**src/rtl/btn_pkg.sv**
```systemverilog
// Shared constants and types for the push-button input path:
// button bit indices, key codes, repeat FSM states and the key event record.
package btn_pkg;

  localparam int BTN_C = 0;
  localparam int BTN_U = 1;
  localparam int BTN_D = 2;
  localparam int BTN_R = 3;
  localparam int BTN_L = 4;

  localparam logic [2:0] KEY_NONE = 3'd0;
  localparam logic [2:0] KEY_C    = 3'd1;
  localparam logic [2:0] KEY_U    = 3'd2;
  localparam logic [2:0] KEY_D    = 3'd3;
  localparam logic [2:0] KEY_R    = 3'd4;
  localparam logic [2:0] KEY_L    = 3'd5;

  typedef enum logic [1:0] {
    ST_IDLE   = 2'd0,
    ST_HOLD   = 2'd1,
    ST_REPEAT = 2'd2
  } rpt_state_t;

  typedef struct packed {
    logic       valid;
    logic [2:0] code;
    logic       rpt;
    logic       multi;
  } key_evt_t;

  // Lowest bit index wins, so C beats U beats D beats R beats L.
  function automatic logic [2:0] prio_code(input logic [4:0] p);
    prio_code = KEY_NONE;
    for (int i = 4; i >= 0; i--)
      if (p[i]) prio_code = 3'(i) + KEY_C;
  endfunction

endpackage

```
**src/rtl/btn_debounce.sv**
```systemverilog
// One button: two-flop synchroniser, hold-time debounce counter, stable level
// and a registered single-cycle pulse on each debounced rising edge.
module btn_debounce
  import btn_pkg::*;
#(
  parameter int DEBOUNCE_CYC = 500000
) (
  input  logic clk,
  input  logic rst_n,
  input  logic pin,
  output logic level,
  output logic press
);

  localparam int CW = (DEBOUNCE_CYC > 2) ? $clog2(DEBOUNCE_CYC) : 1;

  logic [1:0]    sync;
  logic [CW-1:0] cnt;
  logic          stable;
  logic          stable_d;

  always_ff @(posedge clk or negedge rst_n) begin
    if (!rst_n) begin
      sync     <= '0;
      cnt      <= '0;
      stable   <= 1'b0;
      stable_d <= 1'b0;
      press    <= 1'b0;
    end else begin
      sync     <= {sync[0], pin};
      stable_d <= stable;
      press    <= stable & ~stable_d;
      // Any return to the stable value restarts the hold window.
      if (sync[1] == stable)
        cnt <= '0;
      else if (cnt == CW'(DEBOUNCE_CYC - 1)) begin
        cnt    <= '0;
        stable <= ~stable;
      end else
        cnt <= cnt + 1'b1;
    end
  end

  assign level = stable;

endmodule

```
**src/rtl/btn_input_decoder.sv**
```systemverilog
// Five board buttons -> debounced levels, press pulses, and an encoded key
// strobe with hold-to-repeat.
module btn_input_decoder
  import btn_pkg::*;
#(
  parameter int N_BTN        = 5,
  parameter int DEBOUNCE_CYC = 500000,
  parameter int REPEAT_DLY   = 50000000,
  parameter int REPEAT_RATE  = 10000000
) (
  input  logic             CLOCK,
  input  logic             RESETN,
  input  logic             btnC,
  input  logic             btnU,
  input  logic             btnD,
  input  logic             btnR,
  input  logic             btnL,
  output logic [N_BTN-1:0] btn_level,
  output logic [N_BTN-1:0] btn_press,
  output logic [2:0]       key_code,
  output logic             key_valid,
  output logic             key_rpt,
  output logic             key_multi
);

  localparam int TMAX = (REPEAT_DLY > REPEAT_RATE) ? REPEAT_DLY : REPEAT_RATE;
  localparam int TW   = $clog2(TMAX);

  logic [N_BTN-1:0] pins;
  assign pins[BTN_C] = btnC;
  assign pins[BTN_U] = btnU;
  assign pins[BTN_D] = btnD;
  assign pins[BTN_R] = btnR;
  assign pins[BTN_L] = btnL;

  for (genvar i = 0; i < N_BTN; i++) begin : g_db
    btn_debounce #(.DEBOUNCE_CYC(DEBOUNCE_CYC)) u_db (
      .clk  (CLOCK),
      .rst_n(RESETN),
      .pin  (pins[i]),
      .level(btn_level[i]),
      .press(btn_press[i])
    );
  end

  rpt_state_t       state, state_nx;
  logic [TW-1:0]    timer, timer_nx;
  logic [N_BTN-1:0] lat, lat_nx;
  key_evt_t         key, key_nx;

  always_ff @(posedge CLOCK or negedge RESETN) begin
    if (!RESETN) begin
      state <= ST_IDLE;
      timer <= '0;
      lat   <= '0;
      key   <= '0;
    end else begin
      state <= state_nx;
      timer <= timer_nx;
      lat   <= lat_nx;
      key   <= key_nx;
    end
  end

  // A fresh press always wins over a repeat falling due in the same cycle.
  always_comb begin
    state_nx     = state;
    timer_nx     = timer;
    lat_nx       = lat;
    key_nx       = key;
    key_nx.valid = 1'b0;
    key_nx.rpt   = 1'b0;
    key_nx.multi = 1'b0;
    if (|btn_press) begin
      key_nx.valid = 1'b1;
      key_nx.code  = prio_code(btn_press);
      key_nx.multi = ($countones(btn_press) > 1);
      if (key_nx.multi)
        state_nx = ST_IDLE;
      else begin
        state_nx = ST_HOLD;
        lat_nx   = btn_press;
        timer_nx = TW'(REPEAT_DLY - 1);
      end
    end else if (state != ST_IDLE) begin
      if (~|(btn_level & lat))
        state_nx = ST_IDLE;
      else if (timer == '0) begin
        key_nx.valid = 1'b1;
        key_nx.rpt   = 1'b1;
        key_nx.code  = prio_code(lat);
        state_nx     = ST_REPEAT;
        timer_nx     = TW'(REPEAT_RATE - 1);
      end else
        timer_nx = timer - 1'b1;
    end
  end

  assign key_valid = key.valid;
  assign key_code  = key.code;
  assign key_rpt   = key.rpt;
  assign key_multi = key.multi;

endmodule

```
**config.mk**
```make
export PLATFORM = sky130hd
export DESIGN_NAME = btn_input_decoder
export DESIGN_NICKNAME = d
export VERILOG_FILES = /design/src/rtl/btn_pkg.sv /design/src/rtl/btn_debounce.sv /design/src/rtl/btn_input_decoder.sv
export SDC_FILE = /design/constraint.sdc
export NUM_CORES = 1
export LEC_CHECK = 0
export ABC_AREA = 1
export CAP_MARGIN = 10
export CORE_MARGIN = 4
export CORE_UTILIZATION = 62
export DETAILED_ROUTE_END_ITERATION = 8
export GPL_TIMING_DRIVEN = 1
export PLACE_DENSITY = 0.8
export SETUP_SLACK_MARGIN = 0.4
export SLEW_MARGIN = 25
export SYNTH_ARGS = -nofsm -noshare
export SYNTH_HDL_FRONTEND = slang
export SYNTH_SLANG_ARGS = --single-unit
```
**constraint.sdc**
```tcl
create_clock -name CLOCK -period 5.7 [get_ports CLOCK]
set_clock_uncertainty 0.15 [all_clocks]
set_input_delay 0.855 -clock CLOCK [delete_from_list [all_inputs] [get_ports CLOCK]]
set_output_delay 0.855 -clock CLOCK [all_outputs]
set_load 0.005 [all_outputs]
```
Word-level counts from Yosys, hierarchy flattened
Cells that the tools add are included.
Widths: inputs -> output; s select.
Cells by class
  mux-type cells: 36
  bitwise logic cells: 22
  reductions and logical operators: 16
  magnitude comparators: 1
  add/subtract/negate cells: 10
  equality and inequality tests: 12
Operator list (number)
  $mux 19: 10
  $mux 26: 5
  $add 19x1->19 const B: 5
  $eq 19x19->1 const B: 5
  $mux 3: 10
  $logic_not 26->1: 1
  $sub 26x1->26 const B: 1
  $not 1->1: 16
  $mux 5: 3
  $reduce_and 2->1: 7
  $reduce_or 5->1: 2
  $mux 2: 4
  $reduce_bool 2->1: 4
  $reduce_and 3->1: 2
  $and 1x1->1: 5
  $and 5x5->5: 1
  $eq 1x1->1: 5
  $add 1x1->2: 2
  $add 3x1->4: 1
  $gt 4x1->1 const B: 1
  $mux 4: 1
  $add 2x2->3: 1
  $mux 1: 3
  $ne 3x2->1 const B: 1
  $ne 2x2->1 const B: 1
Word-level totals
  register bits: 159
  logic and storage cells: 129

Depth between registers and ports, before layout
Gate-level depths: netlist of the first run.
  depth in word-level cells: 9
  mapped depth: 13
  depth with buffers taken out: 12

Hierarchy
From an unflattened synthesis of the first run, not the netlist that was laid out.
Unflattened totals
  cells, all modules: 1124
  area, all modules: 8795.9 sq um
By module, submodules not included
  btn_debounce: sequential area each 600.6 sq um, area an instance 1241.2 sq um, cells an instance 151, instances 5
  btn_input_decoder: sequential area each 975.9 sq um, area an instance 2590.0 sq um, cells an instance 369, instances 1

Worst setup path before layout of the first run
Ideal clock, no wire load.
  kind: register to register
  from: register g_db[0].u_db.press
  to: register timer[15]
  period minus slack after synthesis: 2.319 ns
  path buffers: 1
  path slack: 3.381 ns
  arrival time: 2.046 ns
  library setup time: 0.123 ns
  stages on the path, launching flop included: 14
  data required time: 5.427 ns
  path through: dfrtp_1 -> inv_1 -> fa_1 -> inv_1 -> ha_1 -> nand2_1 -> nand2_2 -> nor2_8 -> inv_8 -> nand2_4 -> buf_6 -> nand3b_1 -> nand2_1 -> nand2_1
Between the ends
  cells in the longest elaborated chain, start to end: 6
  elaborated cells between the ends (all ways): 10
  those cells by class: add/sub: 3; order compare: 1; eq/ne: 1; mux: 1; reduce/logical: 4
Ends and longest elaborated chain
  from (decl): RTL line btn_debounce.sv:12  | output logic press
  from (signal assigned): RTL line btn_debounce.sv:32  | press <= stable & ~stable_d;
  $add 1x1->2 (implied by the code): RTL line btn_input_decoder.sv:77  | key_nx.multi = ($countones(btn_press) > 1);
  $add 2x2->3 (implied by the code): RTL line btn_input_decoder.sv:77
  $add 3x1->4 (implied by the code): RTL line btn_input_decoder.sv:77
  $gt 4x1->1: RTL line btn_input_decoder.sv:77
  $ne 2x2->1 (no line)
  $reduce_and 3->1 (no line)
  to (signal assigned): RTL line btn_input_decoder.sv:59  | timer <= timer_nx;
  to (decl): RTL line btn_input_decoder.sv:47  | logic [TW-1:0] timer, timer_nx;
Several ways; a longest one is shown, not always the timed one.
A chain may end at the register's enable or synchronous reset.

Worst setup path in the final report of the first run
  from: register g_db[0].u_db.press
  to: register timer[3]
Same word-level chain as after synthesis.

==> results of run 1 <==
-- layer usage --
layer / wire (um) / vias to the layer above
met5: 0 / -
met4: 469 / 0
met3: 847 / 42
met2: 8840 / 212
met1: 8510 / 3470
li1: - / 3771
-- worst min-delay path by stage --
stage / depth (start not counted) / slack (ns) / start / to
6_report: 0 / 0.20 / g_db[3].u_db.sync[0] / g_db[3].u_db.sync[1]
5_1_grt: 0 / 0.21 / g_db[3].u_db.sync[0] / g_db[3].u_db.sync[1]
4_1_cts: 0 / 0.20 / g_db[3].u_db.sync[0] / g_db[3].u_db.sync[1]
3_5_place_dp: 0 / 0.19 / g_db[3].u_db.sync[0] / g_db[3].u_db.sync[1]
3_3_place_gp: 0 / 0.18 / g_db[4].u_db.sync[0] / g_db[4].u_db.sync[1]
2_1_floorplan: 0 / 0.18 / g_db[0].u_db.sync[0] / g_db[0].u_db.sync[1]
-- final cells by class --
cell class                      instances  area share, %
Clock buffer                           19           4.53
Clock inverter                         13           1.33
Inverter                              139           5.49
Multi-Input combinational cell        855           43.2
Sequential cell                       159           40.7
Tap cell                              180           2.31
Timing Repair Buffer                   23           2.37
-- cell usage after synthesis (4+ instances only) --
cell      instances
nand2_4           5
xnor2_1           8
o21ai_1          12
nor3_1           23
nand3_1          75
nor2_2           18
dfrtp_1         159
ha_1              9
clkbuf_1          4
nand2_1         258
nor3b_1           8
inv_1           132
nor2_1          252
xor2_1           44
buf_4            11
nand3b_1         14
a21oi_1          21
o21ai_0          26
nand4_1          50
inv_2             5
-- report_power, final --
group	switching (mW)	leakage, nW	internal, mW
Clock	0.482	0.268	0.620
Sequential	0.0122	2.19	1.14
Combinational	0.0431	2.04	0.0143
Total	0.537	4.49	1.78
-- cells in the final DEF, fill, tap and decap left out, types with 9 or more instances in the layout --
cell and count:
nor3_1 23, clkbuf_16 17, o21ai_0 26, nand2_1 258
nand4_1 50, nand3_1 75, inv_1 132, dfrtp_1 159
o21ai_1 12, xor2_1 44, a21oi_1 21, nor2_2 18
clkdlybuf4s50_1 21, nand3b_1 14, ha_1 9, nor2_1 252
-- worst max-delay path: cells and delay by family (launching register included) --
kind / cells / cell delay (ns)
AO/OA/AOI/OAI: 1 / 0.16
adder cells (fa/ha/maj): 2 / 0.81
buffers and inverters: 4 / 0.37
flip-flops: 1 / 0.40
AND/OR/NAND/NOR: 5 / 0.70
-- logic make-up (layout without fill, tap and decap cells) --
logic type	count (synthesis)	in the layout	synth area share (%)
buffers and inverters	159	194	7.63
AND/OR/NAND/NOR	723	723	36.6
XOR/XNOR	52	52	5.13
AO/OA/AOI/OAI	70	70	4.32
flip-flops	159	159	44.8
adder cells (fa/ha/maj)	10	10	1.49
-- state kept, by name, indices dropped and copies added (netlist names) --
register / count
g_db.u_db.cnt: 95
g_db.u_db.level: 5
g_db.u_db.press: 5
g_db.u_db.stable_d: 5
g_db.u_db.sync: 10
key_code: 3
key_multi: 1
key_rpt: 1
key_valid: 1
lat: 5
state: 2
timer: 26
==> results.cfg, run 1 <==
[status]
status = finished, final reports clean

[die]
core-area_sq_um = 13900
dieArea_sq_um = 16300
start_util_pct = 63.7
rows = 43
ios = 23
die_h_um = 128
die_w_um = 128

[critical_path]
crit_chain = inv_1, fa_1, inv_1, ha_1, nand2_1, nand2_2, nor2_8, inv_8, nand2_4, inv_2, o21ai_1, nand2_1
start_kind = flip-flop
cp-endpoint = timer[3]
crit_start = g_db[0].u_db.press
worstPathArrival_ns = 2.88
timing.rr.end = timer[3]
rr_worst_depth = 12
crit_slowest_cell = fa_1
cp-end-kind = flip-flop
r2r_setup_slack_ns = 2.99
critPathMaxFanout = 31
worst_ep_required_time_ns = 5.87
slowest_delay_ns = 0.55
critPathKind = reg2reg
r2r_start = g_db[0].u_db.press

[pwr]
totalPowerFinal_mw = 2.31
peakVddDrop_v = 0.000224
power_density_nw_per_um2 = 237
p_leak_nw = 4.49

[clocking]
numCtsBuffers = 17
clock_sinks = 159
worst_skew_pair.late_latency_ns = 0.43
root_buffer = clkbuf_16
cts_setup_buffers = 0
cts_tree = yes
clockBufferDepth = 2
holdBufCountCts = 0
htreeDepth = 4
cts_resized = 0
clkTransAtPathRegs_ns = 0.06

[logic_synthesis]
yosys.area.top_type = dfrtp_1
yosys.cell_types.count = 43
ys.flop_type = dfrtp_1
ys_warn_count = 0
syn_area_sq_um = 8880
syn_inst = 1173
syn_area_per_cell_sq_um = 7.57
synth_async_sr_flop_share_pct = 100
seq_area_frac_synth_pct = 44.8
synth_top_area_share_pct = 44.8
synth_edf_count = 0
synthesis.nets = 1190
synth.area.top_cells = dfrtp_1, nand2_1, nor2_1
ys_ff_latch = 159

[layout]
fin_util_pct = 70.1
drive_above_1_share_pct = 6.87
fillers = 1120
syn2layout_area_growth_pct = 10.0
final_nets = 1212
final_cells = 1388
multi_input_area_sq_um = 4230
finalInstanceArea_sq_um = 9770
regArea_sq_um = 3980
antenna_cells = 0

[timing]
hold_violations = 0
period_needed_ns = 2.71
clock.fmax_mhz = 368
finalWorstSetupSlack_ns = 2.99
min_period_over_period_pct = 47.6
rsz0062_at_grt = no
worst_pin_slew_ns = 0.847
hold_slack_ns = 0.200
maxSlewViolCount = 0
tns_ns = 0
slew_headroom_pct = 43.5
final-setup-viol-count = 0

[grt]
grt.met3_usage_pct = 5.54
use_met2_pct = 39.7
antenna_found_initial = 0
grt_usage_pct = 24.4
overflow = 0
use_met1_pct = 32.4
grt_pass1_wl_mm = 32.3
grt_pass1_vias = 7143
grt_max_degree = 111
busiest_layer = met2

[place]
dpl_cell_area_sq_um = 9200
portBuffers = 22
placedCellCount = 1356
gp_congestion = 0.930
hpwl_mm = 13.2
post-place-ws_ns = 3.02

[job]
maxCapViolations = 0

[routing]
drt_iter0_markers = 639
drc = 0
avgViaCountPerCell = 5.40
drt_first_pass_iters = 8
num_vias = 7495
routed_wl_mm = 18.7
ant_nets = 0
routedWlPerCell_um = 13.4

[worst_hold_path]
hp-class = reg2reg
Note: power is estimated with default switching activity, not from simulation.
==> run 2, diff against run 1 <==
--- a/config.mk
+++ b/config.mk
@@ -8,10 +8,10 @@
 export ABC_AREA = 1
 export CAP_MARGIN = 10
 export CORE_MARGIN = 4
-export CORE_UTILIZATION = 62
+export CORE_UTILIZATION = 56
 export DETAILED_ROUTE_END_ITERATION = 8
 export GPL_TIMING_DRIVEN = 1
-export PLACE_DENSITY = 0.8
+export PLACE_DENSITY = 0.76
 export SETUP_SLACK_MARGIN = 0.4
 export SLEW_MARGIN = 25
 export SYNTH_ARGS = -nofsm -noshare
==> constraint.sdc (replaced) <==
create_clock -name CLOCK -period 2.4 [get_ports CLOCK]
set_clock_uncertainty 0.15 [all_clocks]
set_input_delay 0.36 -clock CLOCK [delete_from_list [all_inputs] [get_ports CLOCK]]
set_output_delay 0.36 -clock CLOCK [all_outputs]
set_load 0.005 [all_outputs]
==> run 2 against run 1 <==
  * Wire length increased by 8.6%
  * Clock power is 150% higher
  * Worst hold slack worse by 0.0011 ns
  * Die area rose by 10%
  * Core utilization down 3.2 points
  * Cell area is 5.3% higher
  * Sequential share of layout area is 1.9 points lower
  * Final cell count up 4.3%
  * Critical endpoint is now timer[22]
==> results.cfg, run 2 (synthesized netlist as in run 1, its figures left out) <==
[timing]
rsz0062_at_grt = yes
hold_violations = 0
tns_ns = 0
maxSlewViolCount = 0
min_period_over_period_pct = 94.2
hold_slack_ns = 0.199
final-setup-viol-count = 0
period_needed_ns = 2.26
worst_pin_slew_ns = 0.523
clock.fmax_mhz = 442
slew_headroom_pct = 65.0
finalWorstSetupSlack_ns = 0.139

[worst_hold_path]
hp-class = reg2reg

[grt]
grt_pass1_vias = 7152
grt_pass1_wl_mm = 33.8
grt_max_degree = 53
antenna_found_initial = 0
grt_usage_pct = 23.1
overflow = 0

[critical_path]
cp-end-kind = flip-flop
cp_num_buf_inv = 6
critPathMaxFanout = 15
cp_top_family = buffers and inverters
worst_ep_required_time_ns = 2.58
worstPathArrival_ns = 2.44
slowest_delay_ns = 0.36
crit_chain = inv_2, buf_4, buf_6, buf_4, buf_6, ha_4, inv_2, nor2_4, nand2_4, nor2_1, o21ai_4, nand2_4, o21ai_1, nor2_1
critPathKind = reg2reg
start_kind = flip-flop
crit_slowest_cell = dfrtp_1

[routing]
ant_nets = 0
routed_wl_mm = 20.3
routedWlPerCell_um = 14.0
num_vias = 7762
avgViaCountPerCell = 5.36
drt_first_pass_iters = 6
drt_iter0_markers = 621
drc = 0

[die]
die_w_um = 134
core-area_sq_um = 15400
start_util_pct = 57.8
ios = 23
die_h_um = 134
rows = 45
dieArea_sq_um = 17900

[place]
gp_congestion = 0.922
hpwl_mm = 13.9
portBuffers = 22
post-place-ws_ns = 0.00378

[clocking]
htreeDepth = 4
clkTransAtPathRegs_ns = 0.07
clockBufferDepth = 2
numCtsBuffers = 17
cts_tree = yes
clock_sinks = 159
worst_skew_pair.late_latency_ns = 0.44
root_buffer = clkbuf_16

[layout]
antenna_cells = 0
max_flop_register = g_db.u_db.cnt
drive_above_1_share_pct = 11.7
multi_input_area_sq_um = 4430
reg.largest.list = g_db.u_db.cnt (95), timer (26), g_db.u_db.sync (10)
syn2layout_area_growth_pct = 15.8
fin_util_pct = 66.9
layout_common_cells = nand2_1, nor2_1, dfrtp_1
largest_reg_flops = 95
regArea_sq_um = 3990
final_nets = 1241
fillers = 1240
final_common_cell = nand2_1

[pwr]
power_density_nw_per_um2 = 548
totalPowerFinal_mw = 5.63
peakVddDrop_v = 0.000545
p_leak_nw = 4.73

[status]
status = finished, final reports clean

[job]
maxCapViolations = 0
[run 2: area by class of cell]
cell class	count	share of cell area (%)
flip-flops and latches	159	38.8
well taps	211	2.57
multi-input cells	860	43.1
inverters	139	5.34
repair buffers	46	4.37
clock buffers	18	4.27
repair inverters	1	0.0608
clock inverters	14	1.52
[run 2: metal layers]
metal	vias up	wire, um	global-route usage [%]
met3	40	1150	5.59
li1	3851	-	-
met5	-	0	0
met1	3614	9140	31.9
met2	257	9610	36.8
met4	0	365	5.94
[run 2: timing repair]
item,CTS,global route
gates cloned,4,2
pin swaps,7,9
endpoints found under the setup margin,42,60
gates resized for setup,19,39
setup buffers,7,5
hold endpoints to repair,38,0
hold buffers,1,0
[run 2: worst register-to-register path, cell delays in order (launching register included)]
cell     delay, ns
dfrtp_1       0.36
inv_2         0.06
buf_4         0.13
buf_6         0.10
buf_4         0.13
buf_6         0.11
ha_4          0.15
inv_2         0.06
nor2_4        0.04
nand2_4       0.12
nor2_1        0.09
o21ai_4       0.19
nand2_4       0.23
o21ai_1       0.19
nor2_1        0.05
[run 2: per-stage QoR]
stage / instances / area, sq um
floorplan: 1173 / 8890
finish: 1448 / 10300
detailed placement: 1397 / 9350
global placement: 1397 / 9350
CTS: 1441 / 10100
global route: 1448 / 10300
[run 2: power breakdown]
part	switching, mW	internal (mW)	total [mW]
combinational	0.106	0.0438	0.150
clock	1.17	1.58	2.74
sequential	0.0303	2.71	2.74
total	1.30	4.33	5.63
[run 2: final timing paths]
kind | from | endpoint | slack, ns | cells after the start
max | g_db[0].u_db.press | timer[22] | 0.14 | 14
max in group asynchronous | RESETN | g_db[1].u_db.cnt[0] | 1.19 | 3
min | g_db[4].u_db.sync[0] | g_db[4].u_db.sync[1] | 0.20 | 0
max reg2reg | g_db[0].u_db.press | timer[22] | 0.14 | 14
min in group asynchronous | RESETN | g_db[2].u_db.cnt[13] | 0.25 | 2
min reg2reg | g_db[4].u_db.sync[0] | g_db[4].u_db.sync[1] | 0.20 | 0
